**src/rtl/sonata_reg_bus_arbiter_pkg.sv**
```systemverilog
// Shared types and constants for the register bus arbiter.
package sonata_reg_bus_arbiter_pkg;

    // ISSUE is a same-cycle view only; the state register never holds it.
    typedef enum logic [1:0] {
        StIdle,
        StHoldoff,
        StIssue,
        StRdwait
    } arb_state_e;

    localparam int unsigned DefaultAddrWidth   = 21;
    localparam int unsigned DefaultBytecntSize = 7;
    localparam int unsigned DefaultHoldoff     = 8;

    // Register address field width: the byte-count bits are stripped off the host address.
    function automatic int unsigned reg_addr_width(int unsigned addr_width,
                                                   int unsigned bytecnt_size);
        return addr_width - bytecnt_size;
    endfunction

    // Holdoff counter must be able to hold the value holdoff itself.
    function automatic int unsigned holdoff_cnt_width(int unsigned holdoff);
        return (holdoff < 1) ? 1 : $clog2(holdoff + 1);
    endfunction

endpackage

```
**src/rtl/sonata_reg_bus_arbiter_if.sv**
```systemverilog
// Byte-wide valid/ready handshake between the register sequencer and the arbiter.
interface sonata_reg_bus_arbiter_if
    import sonata_reg_bus_arbiter_pkg::*;
#(
    parameter int unsigned pADDR_WIDTH   = DefaultAddrWidth,
    parameter int unsigned pBYTECNT_SIZE = DefaultBytecntSize
) ();
    logic                                 m_valid;
    logic                                 m_we;
    logic [pADDR_WIDTH-pBYTECNT_SIZE-1:0] m_address;
    logic [pBYTECNT_SIZE-1:0]             m_bytecnt;
    logic [7:0]                           m_wdata;
    logic                                 m_ready;
    logic [7:0]                           m_rdata;
    logic                                 m_rvalid;

    // Sequencer side.
    modport master (
        output m_valid, m_we, m_address, m_bytecnt, m_wdata,
        input  m_ready, m_rdata, m_rvalid
    );

    // Arbiter side.
    modport slave (
        input  m_valid, m_we, m_address, m_bytecnt, m_wdata,
        output m_ready, m_rdata, m_rvalid
    );
endinterface

```
**src/rtl/sonata_sat_counter.sv**
```systemverilog
// Generic up-counter that sticks at all-ones instead of wrapping.
module sonata_sat_counter #(
    parameter int unsigned pWIDTH = 16
) (
    input  logic              clk,
    input  logic              rst_n,
    input  logic              inc,
    output logic [pWIDTH-1:0] count
);
    logic [pWIDTH-1:0] count_q;

    // Count up on inc, holding once every bit is set.
    always_ff @(posedge clk or negedge rst_n) begin
        if (!rst_n) begin
            count_q <= '0;
        end else if (inc && (count_q != '1)) begin
            count_q <= count_q + pWIDTH'(1);
        end
    end

    assign count = count_q;
endmodule

```
**src/rtl/sonata_reg_bus_arbiter.sv**
```systemverilog
// Register bus arbiter: USB host has absolute zero-latency priority, the sequencer
// is granted only after the host has been idle for pHOLDOFF cycles.
// Optional stall statistic enabled by defining SONATA_REG_ARB_STATS_EN.
module sonata_reg_bus_arbiter
    import sonata_reg_bus_arbiter_pkg::*;
#(
    parameter int unsigned pADDR_WIDTH   = DefaultAddrWidth,
    parameter int unsigned pBYTECNT_SIZE = DefaultBytecntSize,
    parameter int unsigned pHOLDOFF      = DefaultHoldoff,
    parameter int unsigned pSTAT_WIDTH   = 16
) (
    input  logic                                 usb_clk,
    input  logic                                 rst_n,
    input  logic [pADDR_WIDTH-pBYTECNT_SIZE-1:0] h_address,
    input  logic [pBYTECNT_SIZE-1:0]             h_bytecnt,
    input  logic [7:0]                           h_datao,
    input  logic                                 h_read,
    input  logic                                 h_write,
    output logic [7:0]                           h_datai,
    sonata_reg_bus_arbiter_if.slave              seq,
    output logic [pADDR_WIDTH-pBYTECNT_SIZE-1:0] reg_address,
    output logic [pBYTECNT_SIZE-1:0]             reg_bytecnt,
    output logic [7:0]                           reg_datao,
    output logic                                 reg_read,
    output logic                                 reg_write,
    input  logic [7:0]                           reg_datai,
    output logic                                 host_busy,
    output logic [pSTAT_WIDTH-1:0]               stall_count
);
    localparam int unsigned RegAw = reg_addr_width(pADDR_WIDTH, pBYTECNT_SIZE);
    localparam int unsigned CntW  = holdoff_cnt_width(pHOLDOFF);
    localparam logic [CntW-1:0] HoldoffVal = CntW'(pHOLDOFF);

    logic                     h_active;
    logic                     issue;
    logic [CntW-1:0]          cnt_q, cnt_d;
    arb_state_e               state_q, state_d, cur_state;
    logic [RegAw-1:0]         addr_q;
    logic [pBYTECNT_SIZE-1:0] bytecnt_q;
    logic [7:0]               datao_q;
    logic [7:0]               rdata_q;

    assign h_active  = h_read | h_write;
    assign host_busy = h_active | (cnt_q != '0);
    assign h_datai   = reg_datai;

    // Holdoff counter: reload on any host cycle, otherwise run down to zero.
    always_ff @(posedge usb_clk or negedge rst_n) begin
        if (!rst_n) begin
            cnt_q <= HoldoffVal;
        end else begin
            cnt_q <= cnt_d;
        end
    end

    // FSM state register; reset lands in HOLDOFF so the sequencer is blocked.
    always_ff @(posedge usb_clk or negedge rst_n) begin
        if (!rst_n) begin
            state_q <= StHoldoff;
        end else begin
            state_q <= state_d;
        end
    end

    // Next-state logic; a grant needs a quiet host and an expired holdoff.
    always_comb begin
        cnt_d     = h_active ? HoldoffVal : ((cnt_q != '0) ? cnt_q - CntW'(1) : '0);
        issue     = seq.m_valid & ~h_active & (cnt_q == '0);
        cur_state = issue ? StIssue : state_q;
        if (issue && !seq.m_we) begin
            state_d = StRdwait;
        end else if (cnt_d != '0) begin
            state_d = StHoldoff;
        end else begin
            state_d = StIdle;
        end
    end

    // Output mux: host combinationally, sequencer on ISSUE, else hold the shadows.
    always_comb begin
        reg_address  = addr_q;
        reg_bytecnt  = bytecnt_q;
        reg_datao    = datao_q;
        reg_read     = 1'b0;
        reg_write    = 1'b0;
        seq.m_ready  = 1'b0;
        seq.m_rvalid = (state_q == StRdwait);
        // Read data is live in RDWAIT and held from the capture register afterwards.
        seq.m_rdata  = (state_q == StRdwait) ? reg_datai : rdata_q;
        if (h_active) begin
            reg_address = h_address;
            reg_bytecnt = h_bytecnt;
            reg_datao   = h_datao;
            reg_read    = h_read;
            reg_write   = h_write;
        end else if (cur_state == StIssue) begin
            reg_address = seq.m_address;
            reg_bytecnt = seq.m_bytecnt;
            reg_datao   = seq.m_wdata;
            reg_read    = ~seq.m_we;
            reg_write   = seq.m_we;
            seq.m_ready = 1'b1;
        end
    end

    // Shadow of the last driven bus values, and the sequencer read-data capture.
    always_ff @(posedge usb_clk or negedge rst_n) begin
        if (!rst_n) begin
            addr_q    <= '0;
            bytecnt_q <= '0;
            datao_q   <= '0;
            rdata_q   <= '0;
        end else begin
            if (h_active || issue) begin
                addr_q    <= reg_address;
                bytecnt_q <= reg_bytecnt;
                datao_q   <= reg_datao;
            end
            if (state_q == StRdwait) begin
                rdata_q <= reg_datai;
            end
        end
    end

`ifdef SONATA_REG_ARB_STATS_EN
    sonata_sat_counter #(
        .pWIDTH (pSTAT_WIDTH)
    ) u_stall_cnt (
        .clk   (usb_clk),
        .rst_n (rst_n),
        .inc   (seq.m_valid & ~issue),
        .count (stall_count)
    );
`else
    assign stall_count = '0;
`endif
endmodule

```
**src/flat_wrapper.sv**
```systemverilog
// flat-port wrapper written by rule: the top's interface ports become plain ports
module sonata_reg_bus_arbiter_flat import sonata_reg_bus_arbiter_pkg::*;
#(
    parameter int unsigned pADDR_WIDTH   = DefaultAddrWidth,
    parameter int unsigned pBYTECNT_SIZE = DefaultBytecntSize,
    parameter int unsigned pHOLDOFF      = DefaultHoldoff,
    parameter int unsigned pSTAT_WIDTH   = 16
)
  (usb_clk, rst_n, h_address, h_bytecnt, h_datao, h_read, h_write, h_datai, reg_address, reg_bytecnt, reg_datao, reg_read, reg_write, reg_datai, host_busy, stall_count, seq_m_valid, seq_m_we, seq_m_address, seq_m_bytecnt, seq_m_wdata, seq_m_ready, seq_m_rdata, seq_m_rvalid);
  sonata_reg_bus_arbiter_if #(.pADDR_WIDTH(pADDR_WIDTH), .pBYTECNT_SIZE(pBYTECNT_SIZE)) seq_i ();
  input  logic usb_clk;
  input  logic rst_n;
  input  logic [pADDR_WIDTH-pBYTECNT_SIZE-1:0] h_address;
  input  logic [pBYTECNT_SIZE-1:0] h_bytecnt;
  input  logic [7:0] h_datao;
  input  logic h_read;
  input  logic h_write;
  output logic [7:0] h_datai;
  output logic [pADDR_WIDTH-pBYTECNT_SIZE-1:0] reg_address;
  output logic [pBYTECNT_SIZE-1:0] reg_bytecnt;
  output logic [7:0] reg_datao;
  output logic reg_read;
  output logic reg_write;
  input  logic [7:0] reg_datai;
  output logic host_busy;
  output logic [pSTAT_WIDTH-1:0] stall_count;
  input wire logic [$bits(seq_i.m_valid)-1:0] seq_m_valid;
  input wire logic [$bits(seq_i.m_we)-1:0] seq_m_we;
  input wire logic [$bits(seq_i.m_address)-1:0] seq_m_address;
  input wire logic [$bits(seq_i.m_bytecnt)-1:0] seq_m_bytecnt;
  input wire logic [$bits(seq_i.m_wdata)-1:0] seq_m_wdata;
  output wire logic [$bits(seq_i.m_ready)-1:0] seq_m_ready;
  output wire logic [$bits(seq_i.m_rdata)-1:0] seq_m_rdata;
  output wire logic [$bits(seq_i.m_rvalid)-1:0] seq_m_rvalid;
  assign seq_i.m_valid = seq_m_valid;
  assign seq_i.m_we = seq_m_we;
  assign seq_i.m_address = seq_m_address;
  assign seq_i.m_bytecnt = seq_m_bytecnt;
  assign seq_i.m_wdata = seq_m_wdata;
  assign seq_m_ready = seq_i.m_ready;
  assign seq_m_rdata = seq_i.m_rdata;
  assign seq_m_rvalid = seq_i.m_rvalid;
  sonata_reg_bus_arbiter #(.pADDR_WIDTH(pADDR_WIDTH), .pBYTECNT_SIZE(pBYTECNT_SIZE), .pHOLDOFF(pHOLDOFF), .pSTAT_WIDTH(pSTAT_WIDTH)) u_core (.usb_clk(usb_clk), .rst_n(rst_n), .h_address(h_address), .h_bytecnt(h_bytecnt), .h_datao(h_datao), .h_read(h_read), .h_write(h_write), .h_datai(h_datai), .seq(seq_i), .reg_address(reg_address), .reg_bytecnt(reg_bytecnt), .reg_datao(reg_datao), .reg_read(reg_read), .reg_write(reg_write), .reg_datai(reg_datai), .host_busy(host_busy), .stall_count(stall_count));
endmodule
```
**config.mk**
```make
export PLATFORM = sky130hd
export DESIGN_NAME = sonata_reg_bus_arbiter_flat
export DESIGN_NICKNAME = d
export VERILOG_FILES = /design/src/rtl/sonata_reg_bus_arbiter_pkg.sv /design/src/rtl/sonata_reg_bus_arbiter_if.sv /design/src/rtl/sonata_sat_counter.sv /design/src/rtl/sonata_reg_bus_arbiter.sv /design/src/flat_wrapper.sv
export SDC_FILE = /design/constraint.sdc
export NUM_CORES = 1
export LEC_CHECK = 0
export ABC_AREA = 1
export CAP_MARGIN = 15
export CORE_MARGIN = 2
export CORE_UTILIZATION = 37
export DETAILED_ROUTE_END_ITERATION = 6
export PLACE_DENSITY = 0.77
export SLEW_MARGIN = 40
export SYNTH_ARGS = -nofsm -noshare
export SYNTH_HDL_FRONTEND = slang
export SYNTH_SLANG_ARGS = --single-unit
```
**constraint.sdc**
```tcl
create_clock -name usb_clk -period 1.5 [get_ports usb_clk]
set_input_delay 0.3 -clock usb_clk [delete_from_list [all_inputs] [get_ports usb_clk]]
set_output_delay 0.3 -clock usb_clk [all_outputs]
set_load 0.05 [all_outputs]
```
After elaboration in Yosys (flattened, before gate mapping)
Index checks and enable logic that the tools add are counted.
{"block": "word_totals", "register_bits": 43, "inputBits": 72, "out_inout_bits": 66, "elab_cells": 39}
{"block": "classes", "n_addsub": 1, "eq_ne": 2, "n_mux": 18, "bitwise": 6, "n_reduce_logical": 6}
{"cell": "14-bit two-way mux", "n": 2}
{"cell": "8-bit two-way mux", "n": 3}
{"cell": "7-bit two-way mux", "n": 2}
{"cell": "4-bit two-way mux", "n": 2}
{"cell": "4-bit nonzero test", "n": 2}
{"cell": "1-bit two-way mux", "n": 7}
{"cell": "2-bit == test, second input constant", "n": 2}
{"cell": "4-bit zero test", "n": 1}
{"cell": "2-bit two-way mux", "n": 2}
{"cell": "4-bit by 1-bit subtractor with 4-bit output, second input constant", "n": 1}
{"cell": "1-bit AND", "n": 2}
{"cell": "1-bit inverter", "n": 2}
{"cell": "1-bit OR", "n": 2}
{"cell": "1-bit logical AND", "n": 1}
{"cell": "1-bit zero test", "n": 1}
{"cell": "1-bit logical OR", "n": 1}

Logic depth before layout (Yosys ltp)
Gate-level depths: netlist of the first run.
{"block": "logic_depth", "ltp_word": 8, "mapped_depth": 11}

Least setup slack after synthesis of the first run
OpenSTA, ideal clock, no wires.
{"block": "synth_timing", "path_type": "flip-flop to output port", "start": "register u_core.cnt_q[0]", "end": "output reg_address[0]", "arrival_time_ns": 2.009, "required_ns": 1.200, "setup_slack_ns": -0.809, "stages_incl_launch_ff": 9, "n_path_buf": 1, "cell_sequence": "dfrtp_1 > inv_1 > ha_1 > nand2_2 > nor2_4 > nand2_4 > buf_2 > nand3_1 > a31oi_1"}
{"block": "synth_via", "elab_chain_len": 6}
{"item": "start: declaration", "line": "sonata_reg_bus_arbiter.sv:36", "source": "logic [CntW-1:0] cnt_q, cnt_d;"}
{"item": "start signal: assignment", "line": "sonata_reg_bus_arbiter.sv:50", "source": "cnt_q <= HoldoffVal;"}
{"item": "start signal: assignment", "line": "sonata_reg_bus_arbiter.sv:52", "source": "cnt_q <= cnt_d;"}
{"item": "4-bit zero test", "line": "sonata_reg_bus_arbiter.sv:68", "source": "issue = seq.m_valid & ~h_active & (cnt_q == '0);"}
{"item": "1-bit AND", "line": "sonata_reg_bus_arbiter.sv:68"}
{"item": "2-bit two-way mux", "line": "sonata_reg_bus_arbiter.sv:69", "source": "cur_state = issue ? StIssue : state_q;"}
{"item": "2-bit == test", "line": "sonata_reg_bus_arbiter.sv:96", "source": "end else if (cur_state == StIssue) begin"}
{"item": "14-bit two-way mux", "line": "sonata_reg_bus_arbiter.sv:96"}
{"item": "14-bit two-way mux", "line": "sonata_reg_bus_arbiter.sv:90", "source": "if (h_active) begin"}
{"item": "end: declaration", "line": "flat_wrapper.sv:19", "source": "output logic [pADDR_WIDTH-pBYTECNT_SIZE-1:0] reg_address;"}
Every way passes these cells.

Worst setup path in the final report of the first run
{"block": "layout_timing", "start": "register u_core.cnt_q[0]", "end": "output reg_bytecnt[6]"}
{"block": "layout_via", "elab_chain_len": 6}
{"item": "4-bit zero test", "line": "sonata_reg_bus_arbiter.sv:68"}
{"item": "1-bit AND", "line": "sonata_reg_bus_arbiter.sv:68"}
{"item": "2-bit two-way mux", "line": "sonata_reg_bus_arbiter.sv:69"}
{"item": "2-bit == test", "line": "sonata_reg_bus_arbiter.sv:96"}
{"item": "7-bit two-way mux", "line": "sonata_reg_bus_arbiter.sv:96"}
{"item": "7-bit two-way mux", "line": "sonata_reg_bus_arbiter.sv:90"}
{"item": "end: declaration", "line": "flat_wrapper.sv:20", "source": "output logic [pBYTECNT_SIZE-1:0] reg_bytecnt;"}
Every way passes these cells.

==> out/results.env, run 1 <==
POST-ROUTE-MIN-PERIOD_NS=2.23
CORE_AR_UM2=7650
CRIT_CHAIN='inv_2 -> ha_4 -> nand2_4 -> nor2_4 -> nand2_4 -> nand2_8 -> buf_12 -> nand2_2 -> a31oi_4 -> buf_6'
P_LEAK_nW=2.95
AVGSYNTHCELLAREA_UM2=6.88
REPORT.FINAL.HOLD_VIOL_COUNT=0
RSZ0062_AT_GRT='true'
FINISH.INSTANCE_AREA_UM2=6130
CRITICAL_PATH.MAX_FANOUT=8
CLOCK_LATENCY_NS=0.29
CLKSINKCOUNT=43
AREA_GROWTH_SYN_TO_LAYOUT_PCT=112
CLKSLEWWORSTSETUPHOLDPATHS_NS=0.08
SYNTH_TOP_FLOP_CELL='sky130_fd_sc_hd__dfrtp_1'
SYNTH_SEQ_CELLS=43
POWER_SHARE_OF_THE_COMBINATIONAL_GROUP_PCT=51.4
WORST_SLACK_NS=-0.730
CTS-ROOT-TO-SINK-BUFFERS=2
START_UTIL_PCT=37.9
SYNTH_ENABLE_FLOP_CELLS=0
OUTCOME='finished with violations'
SYNTH_CELL_TYPES=26
CRITICALPATHCATEGORY='reg -> out'
MIN_PERIOD_OVER_PERIOD_PCT=149
WORST_IR_DROP_VDD_mV=0.677
FIRST_GLOBAL_VIAS=3637
WIRELENGTH_UM=10700
SHARE_CLK_OF_TOTAL_POWER_PCT=17.8
FLOORPLAN.DIE_AREA_UM2=8550
TIMING.HOLD.WORST.CLASS='in -> async'
BOUNDARYPINS=138
DETAILEDROUTE.FIRSTPASSITERATIONCOUNT=4
WORSTPATHARRIVAL_NS=1.93
CRITPATHSLOWESTCELL='sky130_fd_sc_hd__dfrtp_1'
ROUTABILITYCONGESTION=0.776
DIE_H_UM=92.5
SYNTH.YOSYS.WARNINGS=0
GRT_PASS1_WL_UM=16700
CTS_BUFFERS=5
DRT_FIRST_ITER_VIOLATIONS=153
ROUTE.DETAILED.DRC=0
POWER.SWITCHING_FRACTION_PCT=39.2
DRIVE_GT1_SHARE_PCT=43.8
FIN_TOTAL_PWR_W=0.00458
KIND_OF_CAPTURE_POINT_OF_THE_WORST_SETUP_PATH='output pin'
DRT-VIAS-PER-INSTANCE=4.94
MAX_CAP_VIOLATIONS=0
YOSYSTOPAREACELL='sky130_fd_sc_hd__dfrtp_1'
CP_SLOWEST_STAGE_DELAY_NS=0.40
SYNTH_LARGEST_TYPE_AREA_FRACTION_PCT=35.4
CTS_TREE='built'
POST_SYNTHESIS_ASYNC_SET_OR_RESET_FLOP_SHARE_PCT=100
FIN_CELLS=716
SLEW_VIOLATIONS=0
PATH_COMMON_CELL='sky130_fd_sc_hd__nand2_4'
TIMING.FMAX_MHz=448
PORT-BUFFER-COUNT=121
FP.DIEW_UM=92.5
POWER.SEQUENTIAL.FRACTION_PCT=30.7
FINALSETUPVIOLATIONS=74
TOP_AREA_CELLS_IN_THE_SYNTHESIZED_NETLIST='sky130_fd_sc_hd__dfrtp_1, sky130_fd_sc_hd__nand2_1, sky130_fd_sc_hd__nand3_1, sky130_fd_sc_hd__buf_4, sky130_fd_sc_hd__a31oi_1'
INITIAL_ANTENNA_VIOLATION_COUNT=0
GRT_START_MAX_NET_PINS=19
REMAINING_OVERFLOW_GRT=0
START_KIND='flip-flop'
DP.FINAL_HPWL_UM=7270
ANTENNA_CELLS_INSERTED=0
SYNTH_SEQ_AREA_SHARE_PCT=37.3
ROUTE.DETAILED.WL_PER_INST_UM=14.9
POST_SYNTH_INSTANCE_AREA_UM2=2900
CTS_ROOT_BUFFER='sky130_fd_sc_hd__clkbuf_8'
POWER.DENSITY_CELL_AREA_nW_PER_UM2=747
REQUIRED_NS=1.20
VIA_COUNT=3540
GRT_UTIL_ALL_LAYERS_PCT=24.2
PLACEMENT.CELL_AREA_UM2=5330
SWITCHING_POWER_SUMMED_OVER_ALL_NETS_W=0.00179
ROWS=32
DETAIL-ROUTE-ANTENNA-NETS=0
DP.CELLS=690
INTERNAL_POWER_W=0.00278
DESIGN.FINAL.NETS=687
HTREE_LEVELS=2
FINAL_CLOCK_SKEW_NS=0.00728
FAILING_CHECKS='negative setup slack'
SYNTHCELLS=421
-- cell type report --
cell class / count / area [um^2]
Clock buffer: 7 / 96.3
Clock inverter: 1 / 7.51
Fill cell: 457 / 1520
Inverter: 41 / 179
Multi-Input combinational cell: 303 / 2230
Sequential cell: 43 / 1080
Tap cell: 102 / 128
Timing Repair Buffer: 219 / 2410
-- flip-flops by register name (all words and copies together), names as in the netlist --
signal and cells:
u_core.datao_q 8, u_core.state_q 2, u_core.bytecnt_q 7, u_core.addr_q 14
u_core.cnt_q 4, u_core.rdata_q 8
-- final timing paths --
check                                       start                end  slack (ns)  cells after the start
min in group usb_clk            u_core.datao_q[1]  u_core.datao_q[1]        0.49                      2
worst min-delay path                        rst_n  u_core.rdata_q[2]        0.45                      2
max in group asynchronous                   rst_n   u_core.addr_q[1]        0.53                      3
worst max-delay path              u_core.cnt_q[0]     reg_bytecnt[6]       -0.73                     10
worst max register to register    u_core.cnt_q[0]   u_core.addr_q[1]       -0.27                     12
worst min register to register  u_core.datao_q[1]  u_core.datao_q[1]        0.49                      2
-- critical path, delay by kind of cell (launching register included) --
family	cells	cell delay (ns)
and+or+nand+nor	5	0.49
buffers and inverters	3	0.43
DFF	1	0.40
AOI/OAI and AO/OA	1	0.16
adders and majority gates	1	0.15
-- through the flow --
| stage | utilization, % | worst slack [ns] | hold slack [ns] | setup TNS, ns |
|---|---|---|---|---|
| 3_3_place_gp | 69.6 | -0.669 | 0.230 | -39.20 |
| 4_1_cts | 78.4 | -0.652 | 0.458 | -27.44 |
| 3_5_place_dp | 69.6 | -0.720 | 0.235 | -41.68 |
| 6_report | 80.2 | -0.730 | 0.448 | -30.18 |
| 2_1_floorplan | - | -0.358 | 0.00441 | -11.08 |
| 5_1_grt | 80.2 | -0.780 | 0.472 | -35.13 |
-- synthesized netlist by cell type, types with 2 or more instances --
cell                       number
sky130_fd_sc_hd__nand2_1      119
sky130_fd_sc_hd__inv_2          4
sky130_fd_sc_hd__buf_6          4
sky130_fd_sc_hd__nor3_1         3
sky130_fd_sc_hd__ha_1           2
sky130_fd_sc_hd__nand2_2        4
sky130_fd_sc_hd__nor2_1        34
sky130_fd_sc_hd__clkbuf_1       2
sky130_fd_sc_hd__a31oi_1       29
sky130_fd_sc_hd__dfrtp_1       41
sky130_fd_sc_hd__buf_4         29
sky130_fd_sc_hd__dfstp_2        2
sky130_fd_sc_hd__nand3_1       88
sky130_fd_sc_hd__inv_1         36
sky130_fd_sc_hd__buf_2         13
-- layer usage --
metal	part of all wire, %	vias to the layer above	global-route usage (%)
met5	0	-	0
met2	56	121	46.8
li1	-	1724	-
met3	5.1	17	4.64
met1	37	1678	27.0
met4	1.6	0	5.60
-- power by group through the flow --
| stage | registers, W | logic (W) | clock network, W |
|---|---|---|---|
| after detailed placement | 0.00141 | 0.00216 | 0 |
| after global placement | 0.00140 | 0.00212 | 0 |
| after CTS | 0.00140 | 0.00232 | 0.000825 |
| after floorplan | 0.00139 | 0.00131 | 0 |
| after global routing | 0.00142 | 0.00248 | 0.000875 |
| final | 0.00141 | 0.00235 | 0.000816 |
-- cells in the final DEF (no fill, tap or decap), types with 3 or more instances in the layout --
| master | synthesis | layout |
|---|---|---|
| sky130_fd_sc_hd__nand2_1 | 119 | 76 |
| sky130_fd_sc_hd__buf_4 | 29 | 72 |
| sky130_fd_sc_hd__clkdlybuf4s50_1 | 0 | 68 |
| sky130_fd_sc_hd__nand3_1 | 88 | 67 |
| sky130_fd_sc_hd__buf_6 | 4 | 41 |
| sky130_fd_sc_hd__dfrtp_1 | 41 | 41 |
| sky130_fd_sc_hd__nor2_1 | 34 | 34 |
| sky130_fd_sc_hd__inv_1 | 36 | 32 |
| sky130_fd_sc_hd__a31oi_4 | 0 | 29 |
| sky130_fd_sc_hd__nand2_4 | 1 | 26 |
| sky130_fd_sc_hd__buf_12 | 0 | 26 |
| sky130_fd_sc_hd__nand2_2 | 4 | 20 |
| sky130_fd_sc_hd__nand3_2 | 0 | 18 |
| sky130_fd_sc_hd__conb_1 | 1 | 16 |
| sky130_fd_sc_hd__clkbuf_8 | 0 | 7 |
| sky130_fd_sc_hd__inv_2 | 4 | 6 |
| sky130_fd_sc_hd__buf_8 | 0 | 4 |
| sky130_fd_sc_hd__nand3_4 | 0 | 3 |
| sky130_fd_sc_hd__nor3_1 | 3 | 3 |
-- logic make-up after synthesis --
| logic type | Yosys count | share of synthesized area (%) |
|---|---|---|
| fa+ha+maj | 2 | 0.864 |
| simple gates | 253 | 37.9 |
| compound gates | 32 | 6.83 |
| other cells | 1 | 0.130 |
| buf+inv | 90 | 17.0 |
| flops | 43 | 37.3 |
-- timing repair --
action	CTS	global route
endpoints found under the setup margin	75	74
gates cloned	3	1
endpoints found under the hold margin	10	0
pin swaps	7	9
hold buffers	1	0
buffers inserted	9	4
gates resized for setup	100	17
Power figures use the tool's default switching activity.
==> run 2, diff against run 1 <==
SLEW_MARGIN = 20   (was 40)
==> results of run 2 <==
Same layout as run 1: the final DEF is identical, and so are final timing and power.
